## config.mk

```make
export PLATFORM = sky130hd
export DESIGN_NAME = thrust_ctrl
export DESIGN_NICKNAME = d
export VERILOG_FILES = /design/src/rtl/llander_pkg.sv /design/src/rtl/tick_gen.sv /design/src/rtl/thrust_ctrl.sv
export SDC_FILE = /design/constraint.sdc
export NUM_CORES = 1
export LEC_CHECK = 0
export BUFFER_PORTS_ARGS = -buffer_cell sky130_fd_sc_hd__clkbuf_2
export CORE_MARGIN = 1.5
export CORE_UTILIZATION = 55
export CTS_CLUSTER_SIZE = 8
export DETAILED_ROUTE_END_ITERATION = 6
export PLACE_DENSITY_LB_ADDON = 0.25
export SYNTH_ARGS = -nofsm -noshare
export SYNTH_HDL_FRONTEND = slang
export SYNTH_SLANG_ARGS = --single-unit
```

## constraint.sdc

```tcl
create_clock -name clk_25 -period 6.7 [get_ports clk_25]
set_input_delay 0 -clock clk_25 [delete_from_list [all_inputs] [get_ports clk_25]]
set_output_delay 0 -clock clk_25 [all_outputs]
set_load 0.01 [all_outputs]
```

## src/rtl/llander_pkg.sv

```systemverilog
// Shared definitions for the lander control blocks: thrust FSM states,
// default timing/saturation constants and the analog stick-to-target mapping.
package llander_pkg;

  typedef enum logic [1:0] {
    DPAD   = 2'd0,
    SLEW   = 2'd1,
    ANALOG = 2'd2
  } thrust_state_t;

  localparam int TICK_DIV_DEF   = 98425;
  localparam int MAX_THRUST_DEF = 254;
  localparam int SLEW_STEP_DEF  = 4;

  // Stick Y is signed with -128 = full up; full up maps to maximum thrust.
  function automatic logic [7:0] analog_target(input logic [7:0] ay,
                                               input logic [7:0] max_t);
    logic signed [8:0] t9;
    logic [7:0]        result;
    t9 = 9'sd127 - $signed({ay[7], ay});
    if (t9[8]) begin
      result = 8'd0;
    end else if (t9[7:0] > max_t) begin
      result = max_t;
    end else begin
      result = t9[7:0];
    end
    return result;
  endfunction

endpackage

```

## src/rtl/tick_gen.sv

```systemverilog
// Free-running prescaler: one-cycle tick every DIV clocks, on the last count.
module tick_gen
  import llander_pkg::*;
#(
  parameter int DIV = TICK_DIV_DEF
) (
  input  logic clk_25,
  input  logic RESET_L,
  output logic tick
);

  localparam int            CW   = (DIV > 1) ? $clog2(DIV) : 1;
  localparam logic [CW-1:0] LAST = CW'(DIV - 1);

  logic [CW-1:0] cnt;

  always_ff @(posedge clk_25 or negedge RESET_L) begin
    if (!RESET_L) begin
      cnt <= '0;
    end else if (cnt == LAST) begin
      cnt <= '0;
    end else begin
      cnt <= cnt + CW'(1);
    end
  end

  assign tick = (cnt == LAST);

endmodule

```

## src/rtl/thrust_ctrl.sv

```systemverilog
// Lander thrust controller: D-pad ramp mode, rate-limited slew onto the
// analog stick target, then direct analog tracking.
module thrust_ctrl
  import llander_pkg::*;
#(
  parameter int TICK_DIV   = TICK_DIV_DEF,
  parameter int MAX_THRUST = MAX_THRUST_DEF,
  parameter int SLEW_STEP  = SLEW_STEP_DEF
) (
  input  logic       clk_25,
  input  logic       RESET_L,
  input  logic       mode_dpad,
  input  logic       up,
  input  logic       down,
  input  logic [7:0] analog_y,
  input  logic       clr,
  output logic [7:0] thrust,
  output logic       at_max,
  output logic       at_min,
  output logic       slewing
);

  localparam logic [7:0] MAX8  = 8'(MAX_THRUST);
  localparam logic [7:0] STEP8 = 8'(SLEW_STEP);

  logic          tick;
  logic [7:0]    ay_q;
  logic [7:0]    target;
  logic [7:0]    slew_gap;
  logic [7:0]    slew_amt;
  logic [7:0]    next_thrust;
  thrust_state_t state;
  thrust_state_t next_state;

  tick_gen #(
    .DIV (TICK_DIV)
  ) u_tick_gen (
    .clk_25  (clk_25),
    .RESET_L (RESET_L),
    .tick    (tick)
  );

  always_ff @(posedge clk_25 or negedge RESET_L) begin
    if (!RESET_L) begin
      ay_q <= '0;
    end else begin
      ay_q <= analog_y;
    end
  end

  assign target = analog_target(ay_q, MAX8);

  // A mode change consumes its cycle: any coincident tick is dropped and the
  // new state's rule applies from the following tick on.
  always_comb begin
    next_state  = state;
    next_thrust = thrust;
    slew_gap    = (target >= thrust) ? (target - thrust) : (thrust - target);
    slew_amt    = (slew_gap < STEP8) ? slew_gap : STEP8;
    if (clr) begin
      next_thrust = '0;
    end else begin
      case (state)
        DPAD: begin
          if (!mode_dpad) begin
            next_state = SLEW;
          end else if (tick) begin
            if (up && !down && (thrust < MAX8)) begin
              next_thrust = thrust + 8'd1;
            end else if (down && !up && (thrust != 8'd0)) begin
              next_thrust = thrust - 8'd1;
            end
          end
        end
        SLEW: begin
          if (mode_dpad) begin
            next_state = DPAD;
          end else begin
            if (thrust == target) begin
              next_state = ANALOG;
            end
            if (tick) begin
              next_thrust = (target > thrust) ? (thrust + slew_amt)
                                              : (thrust - slew_amt);
            end
          end
        end
        ANALOG: begin
          if (mode_dpad) begin
            next_state = DPAD;
          end else begin
            next_thrust = target;
          end
        end
        default: begin
          next_state = DPAD;
        end
      endcase
    end
  end

  // Flags are derived from the next values so they line up with thrust.
  always_ff @(posedge clk_25 or negedge RESET_L) begin
    if (!RESET_L) begin
      state   <= DPAD;
      thrust  <= '0;
      at_max  <= 1'b0;
      at_min  <= 1'b1;
      slewing <= 1'b0;
    end else begin
      state   <= next_state;
      thrust  <= next_thrust;
      at_max  <= (next_thrust == MAX8);
      at_min  <= (next_thrust == 8'd0);
      slewing <= (next_state == SLEW);
    end
  end

endmodule

```

Yosys cells after proc, flatten, opt, wreduce, memory -nomap -nowiden
Index checks and enable logic that the tools add are counted.

storage, ports and cells
  output and inout bits = 11
  bits of input ports = 14
  logic and storage cells = 56
  register bits after elaboration = 38

operators by class
  equal/unequal tests = 6
  magnitude comparators = 5
  add/subtract/negate cells = 8
  muxes and demuxes = 21
  reductions and logical operators = 9

operators by type and width
  operator                                                                number
  8-bit two-way mux                                                       13
  8-bit one-hot mux with 3 select lines                                   1
  8-bit subtractor                                                        3
  17-bit by 1-bit adder with 17-bit output (second input constant)        1
  17-bit equality test (second input constant)                            1
  17-bit two-way mux                                                      1
  2-bit two-way mux                                                       5
  8-bit by 8-bit subtractor with 9-bit output (first input constant)      1
  8-bit by 1-bit adder with 8-bit output (second input constant)          1
  8-bit adder                                                             1
  8-bit equality test                                                     1
  8-bit equality test (second input constant)                             1
  8-bit >= comparator                                                     1
  8-bit greater-than comparator                                           1
  8-bit greater-than comparator (second input constant)                   1
  8-bit logical NOT                                                       1
  8-bit by 3-bit < comparator with 1-bit output (second input constant)   1
  8-bit < comparator (second input constant)                              1
  8-bit nonzero test                                                      1
  8-bit by 1-bit subtractor with 8-bit output (second input constant)     1
  2-bit one-hot mux with 3 select lines                                   1
  2-bit by 1-bit equality test with 1-bit output (second input constant)  2
  1-bit logical AND                                                       4
  2-bit equality test (second input constant)                             1
  2 further kinds                                                         3

Longest topological paths before layout
Gate-level depths: netlist (run 1).

  word-level depth = 15
  gate-level depth with buffers = 26
  gate-level depth less buffers = 26

By module
A second synthesis (run 1) with hierarchy kept.

unflattened totals
  cells, all modules = 435
  area total of the unflattened synthesis = 3724.8 um^2

by module, submodules not included
  module       seq. area each (um^2)  area an instance (um^2)  cells an instance  times used
  thrust_ctrl  526.8                  2881.5                   356                1
  tick_gen     425.4                  843.3                    79                 1

Least setup slack after synthesis (run 1)
Ideal clock, no wire load.

  kind = flip-flop to flip-flop
  start = register ay_q[1]
  end = register at_min
  data arrival time = 5.530 ns
  clock period less this slack = 5.622 ns
  data required time = 6.609 ns
  setup time = 0.091 ns
  setup slack = 1.078 ns
  stages on the path, launching flop included = 26
  path through = dfrtp_1 -> nor4_1 -> a41oi_1 -> inv_1 -> ha_1 -> fa_1 -> nand3b_1 -> nand3_2 -> a21oi_4 -> or3_2 -> a32oi_2 -> nand4_4 -> or2_2 -> ha_1 -> nor3_1 -> xnor2_1 -> ha_1 -> nor2b_1 -> o21a_1 -> o21a_1 -> o21ai_0 -> a21boi_0 -> or4_1 -> a311oi_1 -> nand4b_1 -> nor3_1

on the way
  cells in the longest elaborated chain, start to end = 15
  elaborated cells on any way between the ends = 20

RTL lines
  item                                                     line                                  text
  start: declaration                                       thrust_ctrl.sv:27                     logic [7:0] ay_q;
  start signal: assignment                                 thrust_ctrl.sv:47                     ay_q <= analog_y;
  8-bit by 8-bit subtractor with 9-bit output (*)          llander_pkg.sv:20                     t9 = 9'sd127 - $signed({ay[7], ay});
  8-bit greater-than comparator                            llander_pkg.sv:23                     end else if (t9[7:0] > max_t) begin
  8-bit two-way mux                                        llander_pkg.sv:23
  8-bit two-way mux (*)                                    llander_pkg.sv:21                     if (t9[8]) begin
  8-bit subtractor or 8-bit >= comparator (tied branches)  thrust_ctrl.sv:58                     slew_gap = (target >= thrust) ? (target - thrust) : (thrust - target);
  8-bit two-way mux                                        thrust_ctrl.sv:58
  8-bit by 3-bit < comparator with 1-bit output            thrust_ctrl.sv:59                     slew_amt = (slew_gap < STEP8) ? slew_gap : STEP8;
  8-bit two-way mux                                        thrust_ctrl.sv:59
  8-bit subtractor or 8-bit adder (tied branches)          thrust_ctrl.sv:84, thrust_ctrl.sv:83
  8-bit two-way mux                                        thrust_ctrl.sv:83                     next_thrust = (target > thrust) ? (thrust + slew_amt)
  8-bit two-way mux                                        thrust_ctrl.sv:82                     if (tick) begin
  8-bit two-way mux                                        thrust_ctrl.sv:76                     if (mode_dpad) begin
  8-bit one-hot mux with 3 select lines (*)                thrust_ctrl.sv:63                     case (state)
  8-bit two-way mux (*)                                    thrust_ctrl.sv:60                     if (clr) begin
  net next_thrust[6]                                       thrust_ctrl.sv:31                     logic [7:0] next_thrust;
  8-bit logical NOT (*)                                    thrust_ctrl.sv:114                    at_min <= (next_thrust == 8'd0);
  end signal: assignment                                   thrust_ctrl.sv:114
  end: declaration                                         thrust_ctrl.sv:19                     output logic at_min,

Mark *: on every way through the listed nets, which the timed path passes. The rest lies on a longest branch.

Final worst setup path (run 1)
  start = register ay_q[3]
  end = register thrust[7]

on the way
  cells in the longest elaborated chain, start to end = 14
  elaborated cells on any way between the ends = 19

RTL lines
  item                                                     line                                  text
  8-bit by 8-bit subtractor with 9-bit output (*)          llander_pkg.sv:20
  8-bit greater-than comparator                            llander_pkg.sv:23
  8-bit two-way mux                                        llander_pkg.sv:23
  8-bit two-way mux (*)                                    llander_pkg.sv:21
  8-bit subtractor or 8-bit >= comparator (tied branches)  thrust_ctrl.sv:58
  8-bit two-way mux                                        thrust_ctrl.sv:58
  8-bit by 3-bit < comparator with 1-bit output            thrust_ctrl.sv:59
  8-bit two-way mux                                        thrust_ctrl.sv:59
  8-bit subtractor or 8-bit adder (tied branches)          thrust_ctrl.sv:84, thrust_ctrl.sv:83
  8-bit two-way mux                                        thrust_ctrl.sv:83
  8-bit two-way mux                                        thrust_ctrl.sv:82
  8-bit two-way mux                                        thrust_ctrl.sv:76
  8-bit one-hot mux with 3 select lines (*)                thrust_ctrl.sv:63
  8-bit two-way mux (*)                                    thrust_ctrl.sv:60
  net next_thrust[7]                                       thrust_ctrl.sv:31
  end signal: assignment                                   thrust_ctrl.sv:112                    thrust <= next_thrust;
  end: declaration                                         thrust_ctrl.sv:17                     output logic [7:0] thrust,

Marked as above.

==> summary.md, run 1 <==
| Metric | Value |
|---|---|
| Run status | completed |
| Clock H-tree levels | 2 |
| CTS tree | done |
| Layout Cell Area excl Fill | 3880 µm² |
| Fillers | 562 |
| Remaining max-slew budget at the tightest pin | 0.395 |
| Hold violation total from the final report | 0 |
| Max Cap Viol | 0 |
| Syn avg cell area | 8.52 µm² |
| Number of buffers added on ports | 24 |
| Area after DPL | 3670 µm² |
| Sort of element at the start of the critical path | register |
| Peak clock frequency supported by timing | 0.159 GHz |
| Total GRT Usage | 0.273 |
| Post-synth EDFFs | 0 |
| Layout overhead on the synthesized area | 9.35% |
| Transition at the pin with the smallest max-transition slack | 0.907 ns |
| Post-DP HPWL | 7020 µm |
| Post-Synthesis Cell Area | 3540 µm² |
| Sink count of the clock tree | 38 |
| Count of warnings emitted by yosys | 0 |
| Width of the die | 83.3 µm |
| Worst slack on hold paths | 0.0534 ns |
| Layout Skew | 0.00863 ns |
| Via Count | 3,268 |
| Post-synth net total | 461 |
| Remaining design rule violation count | 0 |
| Setup TNS | 0 ns |
| Global route total overflow | 0 |
| Gate Count Post-Synth | 416 |
| Diode count | 0 |
| Count of unique library cells instantiated by Yosys | 76 |
| Count of state elements after synthesis | 38 |
| Largest buffer count on any clock path | 2 |
| Share of async-settable or async-resettable flops after synthesis | 1.00 |
| Post-CTS repair timing setup buffer count | 0 |
| Max-slew violation count | 0 |
| Initial core utilization | 0.565 |
| Drt initial violations | 177 |
| Antenna violations before repair | 0 |
| Critical path data arrival time | 6.47 ns |
| Post-detailed-routing wire length | 9350 µm |
| Power density over cell area | 149 nW/µm² |
| Setup repair after global routing missed its margin | no |
| Maximum number of pins on one net before global-route repair | 39 |
| Insertion delay of the later-clocked pin in the worst-skew pair | 0.30 ns |
| Floorplan core area | 6280 µm² |
| Count of standard-cell rows | 29 |
| Wire length of the first global-routing pass | 15,300 µm |
| Layout cell share with drive strength beyond 1 | 0.140 |
| Final non-filler cell total | 519 |
| Clock input transition at the sequential cells of the worst setup and hold paths | 0.08 ns |
| Portion of the post-synthesis area used by sequential elements | 0.269 |
| Final critical delay including setup and external delays | 6.28 ns |
| Maximum ir drop on the vdd rail | 0.171 mV |
| Per-cell via count in the routed design | 6.30 |
| Share of the cycle needed by the critical path after routing | 0.938 |
| Average wire per standard cell | 18.0 µm |
| Synth Flop Type | sky130_fd_sc_hd__dfrtp_1 |
| Top Ports | 25 |
| Final #Nets | 486 |
| CP Data Required Time | 6.89 ns |
| DIE AREA | 6940 µm² |
| Critical Setup Path Class | register to register |
| Via count of the first global-routing pass | 3,209 |
| RePlAce Congestion | 0.950 |
| Number of detailed-routing iterations run before antenna repair | 5 |
| Largest driver fanout on the critical path | 10 |
| Antenna-violating nets left | 0 |
| Nature of the critical path endpoint | register |
| Buffer type at the clock tree root | sky130_fd_sc_hd__clkbuf_8 |
| Number of setup violations in the final report | 0 |
| Placed cell count | 502 |
| Die height | 83.3 µm |
| Min-delay worst type | primary input to register |
| Cts bufs inserted | 5 |
| P_leak | 1.73 nW |
## synth_stat cells (3+ instances only)
| cell type | count | share of area |
|---|---|---|
| sky130_fd_sc_hd__o22ai_1 | 3 | 0.0053 |
| sky130_fd_sc_hd__nor3_1 | 17 | 0.024 |
| sky130_fd_sc_hd__nor2b_1 | 8 | 0.014 |
| sky130_fd_sc_hd__o21a_1 | 6 | 0.013 |
| sky130_fd_sc_hd__and3_1 | 6 | 0.011 |
| sky130_fd_sc_hd__nor2_1 | 25 | 0.026 |
| sky130_fd_sc_hd__nand2_1 | 28 | 0.030 |
| sky130_fd_sc_hd__nor3b_1 | 3 | 0.0064 |
| sky130_fd_sc_hd__mux2i_1 | 9 | 0.025 |
| sky130_fd_sc_hd__nand4_1 | 5 | 0.0088 |
| sky130_fd_sc_hd__inv_1 | 31 | 0.033 |
| sky130_fd_sc_hd__nand3b_1 | 4 | 0.0085 |
| sky130_fd_sc_hd__nand2b_1 | 4 | 0.0071 |
| sky130_fd_sc_hd__buf_6 | 4 | 0.013 |
| sky130_fd_sc_hd__o21ai_0 | 21 | 0.030 |
| sky130_fd_sc_hd__o31ai_1 | 3 | 0.0064 |
| sky130_fd_sc_hd__nand3_1 | 20 | 0.028 |
| sky130_fd_sc_hd__a211oi_1 | 4 | 0.0085 |
| sky130_fd_sc_hd__nor4_1 | 4 | 0.0071 |
| sky130_fd_sc_hd__fa_1 | 3 | 0.017 |
| sky130_fd_sc_hd__a21oi_1 | 25 | 0.035 |
| sky130_fd_sc_hd__a21o_1 | 4 | 0.0085 |
| sky130_fd_sc_hd__dfrtp_1 | 37 | 0.26 |
| sky130_fd_sc_hd__o211ai_1 | 6 | 0.013 |
| sky130_fd_sc_hd__and4_1 | 3 | 0.0074 |
| sky130_fd_sc_hd__xor2_1 | 7 | 0.017 |
| sky130_fd_sc_hd__clkbuf_1 | 14 | 0.015 |
| sky130_fd_sc_hd__ha_1 | 28 | 0.099 |
| sky130_fd_sc_hd__a31oi_1 | 3 | 0.0053 |
| sky130_fd_sc_hd__o21ai_1 | 3 | 0.0042 |
| sky130_fd_sc_hd__xnor2_1 | 20 | 0.049 |
## registers in the layout (all words and copies together), names as in the netlist
register and cells:
ay_q 8, slewing 1, at_min 1, at_max 1, state 2, u_tick_gen.cnt 17, thrust 8
## final cells by class
class | instances | area, µm² | share of cell area
Clock buffer | 5 | 68.8 | 0.0178
Clock inverter | 3 | 40.0 | 0.0103
Timing Repair Buffer | 39 | 255 | 0.0658
Inverter | 33 | 124 | 0.0320
Multi-Input combinational cell | 324 | 2340 | 0.604
Tap cell | 77 | 96.3 | 0.0249
Sequential cell | 38 | 952 | 0.246
## power by group
group / switching, mW / internal, mW / total [mW]
clock: 0.0820 / 0.110 / 0.192
sequential: 0.00710 / 0.236 / 0.243
combinational: 0.0868 / 0.0579 / 0.145
total: 0.176 / 0.403 / 0.579
## cells by family (layout without fill, tap and decap cells)
logic type,after synthesis,after routing,share of synthesized area
DFF,38,38,0.269
and+or+nand+nor,152,152,0.239
AOI/OAI and AO/OA,105,105,0.211
muxes,9,9,0.0254
adders and majority gates,31,31,0.116
buffers and inverters,54,80,0.0731
xor gates and xnor gates,27,27,0.0667
## metal layers
layer | up-vias | wire length, µm | global-route usage
met2 | 118 | 4700 | 0.472
met3 | 28 | 481 | 0.0318
met5 | - | 0 | 0
met4 | 0 | 282 | 0.135
li1 | 1542 | - | -
met1 | 1580 | 3890 | 0.335
## what timing repair did
| item | 4_1_cts | 5_1_grt |
|---|---|---|
| gates resized for setup | 0 | 1 |
| hold buffers | 9 | 0 |
| endpoints found under the setup margin | 0 | 1 |
| hold endpoints to repair | 45 | 0 |
## per-stage QoR
step	setup slack, ns	power (mW)	utilization
after floorplan	1.08	0.354	-
after global placement	0.649	0.382	0.585
after detailed placement	0.484	0.385	0.585
final	0.419	0.579	0.618
after CTS	0.423	0.578	0.617
after global routing	0.0326	0.604	0.618
## layout by cell type (no fill, tap or decap), types with 4 or more instances in the layout
master                           n
sky130_fd_sc_hd__a211oi_1        4
sky130_fd_sc_hd__a21o_1          4
sky130_fd_sc_hd__a21oi_1        25
sky130_fd_sc_hd__and3_1          6
sky130_fd_sc_hd__buf_4           6
sky130_fd_sc_hd__clkbuf_2       24
sky130_fd_sc_hd__clkbuf_8        5
sky130_fd_sc_hd__dfrtp_1        37
sky130_fd_sc_hd__dlygate4sd3_1   9
sky130_fd_sc_hd__ha_1           28
sky130_fd_sc_hd__inv_1          31
sky130_fd_sc_hd__mux2i_1         9
sky130_fd_sc_hd__nand2_1        28
sky130_fd_sc_hd__nand2b_1        4
sky130_fd_sc_hd__nand3_1        20
sky130_fd_sc_hd__nand3b_1        4
sky130_fd_sc_hd__nand4_1         5
sky130_fd_sc_hd__nor2_1         25
sky130_fd_sc_hd__nor2b_1         8
sky130_fd_sc_hd__nor3_1         17
sky130_fd_sc_hd__nor4_1          4
sky130_fd_sc_hd__o211ai_1        6
sky130_fd_sc_hd__o21a_1          6
sky130_fd_sc_hd__o21ai_0        21
sky130_fd_sc_hd__xnor2_1        20
sky130_fd_sc_hd__xor2_1          7
## worst max-delay path: stages (launching register included)
cell and delay [ns]:
sky130_fd_sc_hd__dfrtp_1 0.44, sky130_fd_sc_hd__nor4_1 0.08, sky130_fd_sc_hd__a41oi_1 0.31, sky130_fd_sc_hd__inv_1 0.08, sky130_fd_sc_hd__ha_1 0.22, sky130_fd_sc_hd__fa_1 0.40, sky130_fd_sc_hd__nand3b_1 0.23, sky130_fd_sc_hd__nand3_2 0.14
sky130_fd_sc_hd__a21oi_4 0.11, sky130_fd_sc_hd__or3_2 0.50, sky130_fd_sc_hd__a32oi_2 0.26, sky130_fd_sc_hd__nand4_4 0.20, sky130_fd_sc_hd__or2_2 0.34, sky130_fd_sc_hd__ha_1 0.19, sky130_fd_sc_hd__nor3_1 0.23, sky130_fd_sc_hd__xnor2_1 0.10
sky130_fd_sc_hd__ha_1 0.30, sky130_fd_sc_hd__o21ai_0 0.11, sky130_fd_sc_hd__a21boi_0 0.34, sky130_fd_sc_hd__o21ai_0 0.21, sky130_fd_sc_hd__a21oi_1 0.37, sky130_fd_sc_hd__nor2_1 0.09, sky130_fd_sc_hd__a221o_1 0.31, sky130_fd_sc_hd__o311a_1 0.35
sky130_fd_sc_hd__or2_1 0.24
## final timing paths
check                      cells after the start               from                end  slack, ns
setup / recovery                              24            ay_q[3]          thrust[7]       0.42
hold / removal                                 2                clr          thrust[6]       0.05
setup reg to reg                              24            ay_q[3]          thrust[7]       0.42
hold reg to reg                                1  u_tick_gen.cnt[8]  u_tick_gen.cnt[8]       0.50
max in group asynchronous                      2            RESET_L  u_tick_gen.cnt[1]       5.74
min in group asynchronous                      2            RESET_L           state[0]       0.39
Note: power is estimated with default switching activity, not from simulation.
==> run 2: changes to the inputs <==
- CORE_ASPECT_RATIO: not set -> 1.2
- HOLD_SLACK_MARGIN: not set -> 0.12
==> summary.md, run 2 (same netlist as run 1, synthesis figures left out) <==
| Metric | Value |
|---|---|
| Run status | completed (unchanged) |
| Diode count | 0 (unchanged) |
| Library cell appearing most often on the critical path | sky130_fd_sc_hd__ha_1 (unchanged) |
| Number of buffers added on ports | 24 (unchanged) |
| Layout Skew | 0.00989 ns (was 0.00863 ns) |
| Global route total overflow | 0 (unchanged) |
| Average wire per standard cell | 17.8 µm (was 18.0 µm) |
| Via count of the first global-routing pass | 3,283 (was 3,209) |
| Antenna violations before repair | 0 (unchanged) |
| Largest buffer count on any clock path | 2 (unchanged) |
| P_leak | 1.73 nW (about the same) |
| Largest register by flop count | u_tick_gen.cnt (unchanged) |
| Via Count | 3,290 (was 3,268) |
| Fillers | 561 (was 562) |
| Insertion delay of the later-clocked pin in the worst-skew pair | 0.30 ns (about the same) |
| Wire length of the first global-routing pass | 15,600 µm (was 15,300 µm) |
| Largest driver fanout on the critical path | 10 (unchanged) |
| Number of setup violations in the final report | 0 (unchanged) |
| CP Cell Sequence | nor4_1 -> a41oi_1 -> inv_1 -> ha_1 -> fa_1 -> nand3b_1 -> nand3_2 -> a21oi_4 -> or3_2 -> a32oi_2 -> nand4_4 -> or2_2 -> ha_1 -> nor3_1 -> xnor2_1 -> ha_1 -> o21ai_0 -> a21boi_0 -> o21ai_0 -> a21oi_1 -> nor2_1 -> a221o_1 -> o311a_1 -> or2_1 (unchanged) |
| Transition at the pin with the smallest max-transition slack | 0.909 ns (was 0.907 ns) |
| Most common cell after layout, fill and taps aside | sky130_fd_sc_hd__dfrtp_1 (unchanged) |
| Setup repair after global routing missed its margin | no (unchanged) |
| Layout overhead on the synthesized area | 9.74% (was 9.35%) |
| Maximum number of pins on one net before global-route repair | 39 (unchanged) |
| Power density over cell area | 148 nW/µm² (was 149 nW/µm²) |
| Max-slew violation count | 0 (unchanged) |
| Count of standard-cell rows | 31 (was 29) |
| Max reg flops | 17 (unchanged) |
| Final #Nets | 487 (was 486) |
| Drt initial violations | 197 (was 177) |
| Buffer type at the clock tree root | sky130_fd_sc_hd__clkbuf_8 (unchanged) |
| Min-delay worst type | primary input to register (unchanged) |
| Number of detailed-routing iterations run before antenna repair | 7 (was 5) |
| Post-detailed-routing wire length | 9320 µm (was 9350 µm) |
| Antenna-violating nets left | 0 (unchanged) |
| Remaining max-slew budget at the tightest pin | 0.394 (was 0.395) |
| Max Cap Viol | 0 (unchanged) |
| Setup TNS | 0 ns (unchanged) |
| Maximum ir drop on the vdd rail | 0.154 mV (was 0.171 mV) |
| Largest stage delay on the critical path | 0.50 ns (about the same) |
| Hold violation total from the final report | 0 (unchanged) |
| CTS tree | done (unchanged) |
| Initial core utilization | 0.578 (was 0.565) |
| Critical path data arrival time | 6.46 ns (was 6.47 ns) |
| Layout cell share with drive strength beyond 1 | 0.135 (was 0.140) |
| Sort of element at the start of the critical path | register (unchanged) |
| Top Ports | 25 (unchanged) |
| Most frequent cells in the layout | sky130_fd_sc_hd__dfrtp_1, sky130_fd_sc_hd__inv_1, sky130_fd_sc_hd__nand2_1, sky130_fd_sc_hd__ha_1 (unchanged) |
| Cts bufs inserted | 5 (unchanged) |
| Total GRT Usage | 0.284 (was 0.273) |
| Sink count of the clock tree | 38 (unchanged) |
| Largest registers ranked by flip-flop count | u_tick_gen.cnt (17), ay_q (8), thrust (8) (unchanged) |
| Peak clock frequency supported by timing | 0.159 GHz (about the same) |
| CP Data Required Time | 6.87 ns (was 6.89 ns) |
| Post-CTS repair timing setup buffer count | 0 (unchanged) |
| Final non-filler cell total | 525 (was 519) |
| Final critical delay including setup and external delays | 6.29 ns (was 6.28 ns) |
| Nature of the critical path endpoint | register (unchanged) |
| Cell with the largest stage delay on the worst path | sky130_fd_sc_hd__or3_2 (unchanged) |
| Remaining design rule violation count | 0 (unchanged) |
| RePlAce Congestion | 0.998 (was 0.950) |
| Die height | 90.9 µm (was 83.3 µm) |
| Placed cell count | 507 (was 502) |
| Per-cell via count in the routed design | 6.27 (was 6.30) |
| Floorplan core area | 6130 µm² (was 6280 µm²) |
| DIE AREA | 6940 µm² (about the same) |
| Share of the cycle needed by the critical path after routing | 0.939 (was 0.938) |
| Clock H-tree levels | 2 (unchanged) |
| Post-DP HPWL | 7060 µm (was 7020 µm) |
| Width of the die | 76.3 µm (was 83.3 µm) |
| Tot Pwr | 577 µW (was 579 µW) |
| Critical Setup Path Class | register to register (unchanged) |
| Clock input transition at the sequential cells of the worst setup and hold paths | 0.08 ns (about the same) |
run 2: where the power goes:
| group | total, mW | switching [mW] | internal, mW |
|---|---|---|---|
| Combinational | 0.144 | 0.0863 | 0.0582 |
| Sequential | 0.243 | 0.00732 | 0.236 |
| Clock | 0.190 | 0.0782 | 0.111 |
| Total | 0.577 | 0.172 | 0.405 |
run 2: cell type report:
type | count | area [µm²] | area share
Multi-Input combinational cell | 324 | 2340 | 0.601
Sequential cell | 38 | 952 | 0.245
Timing Repair Buffer | 40 | 265 | 0.0682
Inverter | 33 | 124 | 0.0318
Tap cell | 82 | 103 | 0.0264
Clock buffer | 7 | 76.3 | 0.0196
Clock inverter | 1 | 30.0 | 0.00772
run 2: routing by layer:
metal,wire length [µm],GRT usage,vias to the layer above
met2,4970,0.525,116
met1,3510,0.315,1590
met5,0,0,-
li1,-,-,1548
met3,477,0.0322,36
met4,371,0.154,0
run 2: final timing paths:
path                                   start           endpoint  slack, ns  cells past startpoint
setup / recovery                     ay_q[3]          thrust[7]       0.41                     24
max in group asynchronous            RESET_L  u_tick_gen.cnt[0]       5.75                      2
hold reg to reg            u_tick_gen.cnt[8]  u_tick_gen.cnt[8]       0.50                      1
hold / removal                   analog_y[7]            ay_q[7]       0.35                      2
setup reg to reg                     ay_q[3]          thrust[7]       0.41                     24
min in group asynchronous            RESET_L  u_tick_gen.cnt[5]       0.39                      2
run 2: timing repair:
| item | CTS | global route |
|---|---|---|
| resized for setup | 0 | 1 |
| setup endpoints to repair | 0 | 2 |
| hold buffers | 10 | 0 |
| hold endpoints to repair | 49 | 0 |
run 2: worst max-delay path, delay by kind of cell, from the launching register on:
kind	cells	cell delay [ns]
flops	1	0.46
compound gates	9	2.33
fa+ha+maj	4	1.12
xor+xnor	1	0.10
simple gates	9	2.07
buf+inv	1	0.08
run 2: stage by stage:
step           setup WS [ns]  utilization  hold WS, ns  cell area (µm²)
4_1_cts                0.403        0.634        0.328             3880
2_1_floorplan           1.08            -       -0.296             3540
5_1_grt              0.00709        0.635        0.348             3890
3_5_place_dp           0.465        0.600        0.110             3680
3_3_place_gp           0.579        0.600        0.109             3680
6_report               0.409        0.635        0.348             3890
==> run 3: changes to the inputs <==
- CORE_ASPECT_RATIO: 1.2 -> 1.75
==> summary.md, run 3 (same netlist as run 1, synthesis figures left out) <==
| Metric | Value |
|---|---|
| Net Switching | 172 µW (about the same) |
| Wire length of the first global-routing pass | 16,300 µm (was 15,600 µm) |
| Top Ports | 25 (unchanged) |
| Area after DPL | 3690 µm² (was 3680 µm²) |
| Layout overhead on the synthesized area | 9.18% (was 9.74%) |
| Slack of the worst reg-to-reg path | 0.35 ns (was 0.41 ns) |
| Maximum number of pins on one net before global-route repair | 39 (unchanged) |
| Power share of the clock group | 0.278 (was 0.328) |
| Post-DP HPWL | 7690 µm (was 7060 µm) |
| Floorplan core area | 6230 µm² (was 6130 µm²) |
| Share of the cycle needed by the critical path after routing | 0.948 (was 0.939) |
| CTS tree | done (unchanged) |
| Initial core utilization | 0.569 (was 0.578) |
| Via Count | 3,342 (was 3,290) |
| Drt initial violations | 268 (was 197) |
| DIE AREA | 6950 µm² (was 6940 µm²) |
| Via count of the first global-routing pass | 3,445 (was 3,283) |
| Met2 wire length | 5410 µm (was 4970 µm) |
| Count of standard-cell rows | 38 (was 31) |
| Layout cell share with drive strength beyond 1 | 0.135 (about the same) |
| Power density over cell area | 140 nW/µm² (was 148 nW/µm²) |
| Clock input transition at the sequential cells of the worst setup and hold paths | 0.07 ns (was 0.08 ns) |
| Total GRT Usage | 0.310 (was 0.284) |
| Layout Cell Area excl Fill | 3870 µm² (was 3890 µm²) |
| Max reg flops | 17 (unchanged) |
| Nature of the critical path endpoint | register (unchanged) |
| Insertion delay of the later-clocked pin in the worst-skew pair | 0.30 ns (about the same) |
| Hold Buf Count CTS | 10 (unchanged) |
| Setup Slack @ Placement | 0.416 ns (was 0.465 ns) |
| Startpoint of the tightest hold check path | analog_y[4] (was analog_y[7]) |
| Largest buffer count on any clock path | 2 (unchanged) |
| Switching fraction of total power | 0.319 (was 0.298) |
| Largest register by flop count | u_tick_gen.cnt (unchanged) |
| Hold violation total from the final report | 0 (unchanged) |
| Remaining max-slew budget at the tightest pin | 0.398 (was 0.394) |
| Width of the die | 63.7 µm (was 76.3 µm) |
| Part of the power in registers | 0.448 (was 0.421) |
| Critical Setup Path Class | register to register (unchanged) |
| Crit. Startpoint | ay_q[1] (was ay_q[3]) |
| Global route total overflow | 0 (unchanged) |
| Die height | 109 µm (was 90.9 µm) |
| Max-slew violation count | 0 (unchanged) |
| Number of detailed-routing iterations run before antenna repair | 5 (was 7) |
| Post-CTS repair timing setup buffer count | 0 (unchanged) |
| Worst slack on hold paths | 0.341 ns (was 0.348 ns) |
| Internal power component | 368 µW (was 405 µW) |
| CP Data Required Time | 6.91 ns (was 6.87 ns) |
| Detailed-routed wire length on met3 | 481 µm (was 477 µm) |
| Buffering stage count on the worst path with inverters included | 1 (unchanged) |
| Most common cell after layout, fill and taps aside | sky130_fd_sc_hd__dfrtp_1 (unchanged) |
| Peak clock frequency supported by timing | 0.157 GHz (was 0.159 GHz) |
| Final non-filler cell total | 525 (unchanged) |
| Final critical delay including setup and external delays | 6.35 ns (was 6.29 ns) |
| Worst reg-to-reg path cell count | 25 (was 24) |
| Min-delay worst type | primary input to register (unchanged) |
| Run status | completed (unchanged) |
| Per-cell via count in the routed design | 6.37 (was 6.27) |
| Share of total power in combinational logic | 0.274 (was 0.250) |
| Max Cap Viol | 0 (unchanged) |
| Largest driver fanout on the critical path | 10 (unchanged) |
| Library cell appearing most often on the critical path | sky130_fd_sc_hd__ha_1 (unchanged) |
| Cell family contributing the most delay on the critical path | simple AND/OR/NAND/NOR gates (was compound AO/OA/AOI/OAI gates) |
| P_leak | 1.73 nW (about the same) |
| Layout Skew | 0.00683 ns (was 0.00989 ns) |
| Detailed-route wire length on metal 1 | 3440 µm (was 3510 µm) |
| RePlAce Congestion | 1.02 (was 0.998) |
| Post-route worst setup slack | 0.351 ns (was 0.409 ns) |
| Antenna-violating nets left | 0 (unchanged) |
| Placed cell count | 507 (unchanged) |
| Remaining design rule violation count | 0 (unchanged) |
| Buffer type at the clock tree root | sky130_fd_sc_hd__clkbuf_8 (unchanged) |
| Sink count of the clock tree | 38 (unchanged) |
| Clock H-tree levels | 2 (unchanged) |
| FF-to-FF End | at_min (was thrust[7]) |
| Cell with the largest stage delay on the worst path | sky130_fd_sc_hd__or4_1 (was sky130_fd_sc_hd__or3_2) |
| Top sig layer | met4 (unchanged) |
| Antenna violations before repair | 0 (unchanged) |
| Number of buffers added on ports | 24 (unchanged) |
| Average wire per standard cell | 19.1 µm (was 17.8 µm) |
| Sort of element at the start of the critical path | register (unchanged) |
| Post-detailed-routing wire length | 10,000 µm (was 9320 µm) |
| Critical path data arrival time | 6.56 ns (was 6.46 ns) |
| Maximum ir drop on the vdd rail | 0.164 mV (was 0.154 mV) |
| Final #Nets | 489 (was 487) |
| Cells on Worst Hold Path | 2 (unchanged) |
| Most frequent cells in the layout | sky130_fd_sc_hd__dfrtp_1, sky130_fd_sc_hd__inv_1, sky130_fd_sc_hd__nand2_1, sky130_fd_sc_hd__ha_1 (unchanged) |
| Largest registers ranked by flip-flop count | u_tick_gen.cnt (17), ay_q (8), thrust (8) (unchanged) |
| Cts repair resizes | 0 (unchanged) |
| Transition at the pin with the smallest max-transition slack | 0.903 ns (was 0.909 ns) |
| Min-Delay Endpoint | ay_q[4] (was ay_q[7]) |
| Setup repair after global routing missed its margin | no (unchanged) |
| Diode count | 0 (unchanged) |
| Cts bufs inserted | 5 (unchanged) |
| Reg2reg start | ay_q[1] (was ay_q[3]) |
| Number of setup violations in the final report | 0 (unchanged) |
| Largest stage delay on the critical path | 0.51 ns (was 0.50 ns) |
| Setup TNS | 0 ns (unchanged) |
run 3: cell count changes in the layout (fill, tap and decap cells not counted), sizes merged:
cell    previous run  this run
buf                6         8
bufinv             1         0
clkbuf            31        32
run 3: power groups by stage:
stage / Combinational [mW] / Clock [mW] / Sequential (mW)
final: 0.148 / 0.150 / 0.242
after global routing: 0.162 / 0.163 / 0.243
after CTS: 0.146 / 0.155 / 0.242
after detailed placement: 0.141 / 0 / 0.246
after global placement: 0.139 / 0 / 0.246
after floorplan: 0.108 / 0 / 0.246
run 3: metrics by stage:
step                      power (mW)   util
after floorplan                0.354      -
after global placement         0.385  0.592
after detailed placement       0.387  0.592
after CTS                      0.543  0.621
after global routing           0.568  0.621
final                          0.540  0.621
run 3: how the worst max path moves through the flow:
stage,to,slack (ns),cells after the start
2_1_floorplan,at_min,1.08,25
3_3_place_gp,at_min,0.52,25
3_5_place_dp,at_min,0.42,25
4_1_cts,at_min,0.37,25
5_1_grt,at_min,0.01,25
6_report,at_min,0.35,25
run 3: area by class of cell:
type / instances / area (µm²)
inverter: 33 / 124
sequential: 38 / 952
timing repair buffer: 42 / 280
tap: 80 / 100
multi-input combinational: 324 / 2330
fill: 590 / 2360
clock buffer: 8 / 80.1
run 3: worst reg2reg max path: cells and delay by family, from the launching register on:
kind / cells / cell delay [ns]
buffers and inverters: 1 / 0.08
flip-flops: 1 / 0.46
AO/OA/AOI/OAI: 8 / 1.85
adder cells (fa/ha/maj): 4 / 1.09
XOR/XNOR: 1 / 0.15
AND/OR/NAND/NOR: 11 / 2.61
run 3: layer usage:
| layer | vias up | track usage |
|---|---|---|
| li1 | 1545 | - |
| met1 | 1611 | 0.303 |
| met2 | 134 | 0.588 |
| met3 | 52 | 0.0351 |
| met4 | 0 | 0.225 |
| met5 | - | 0 |
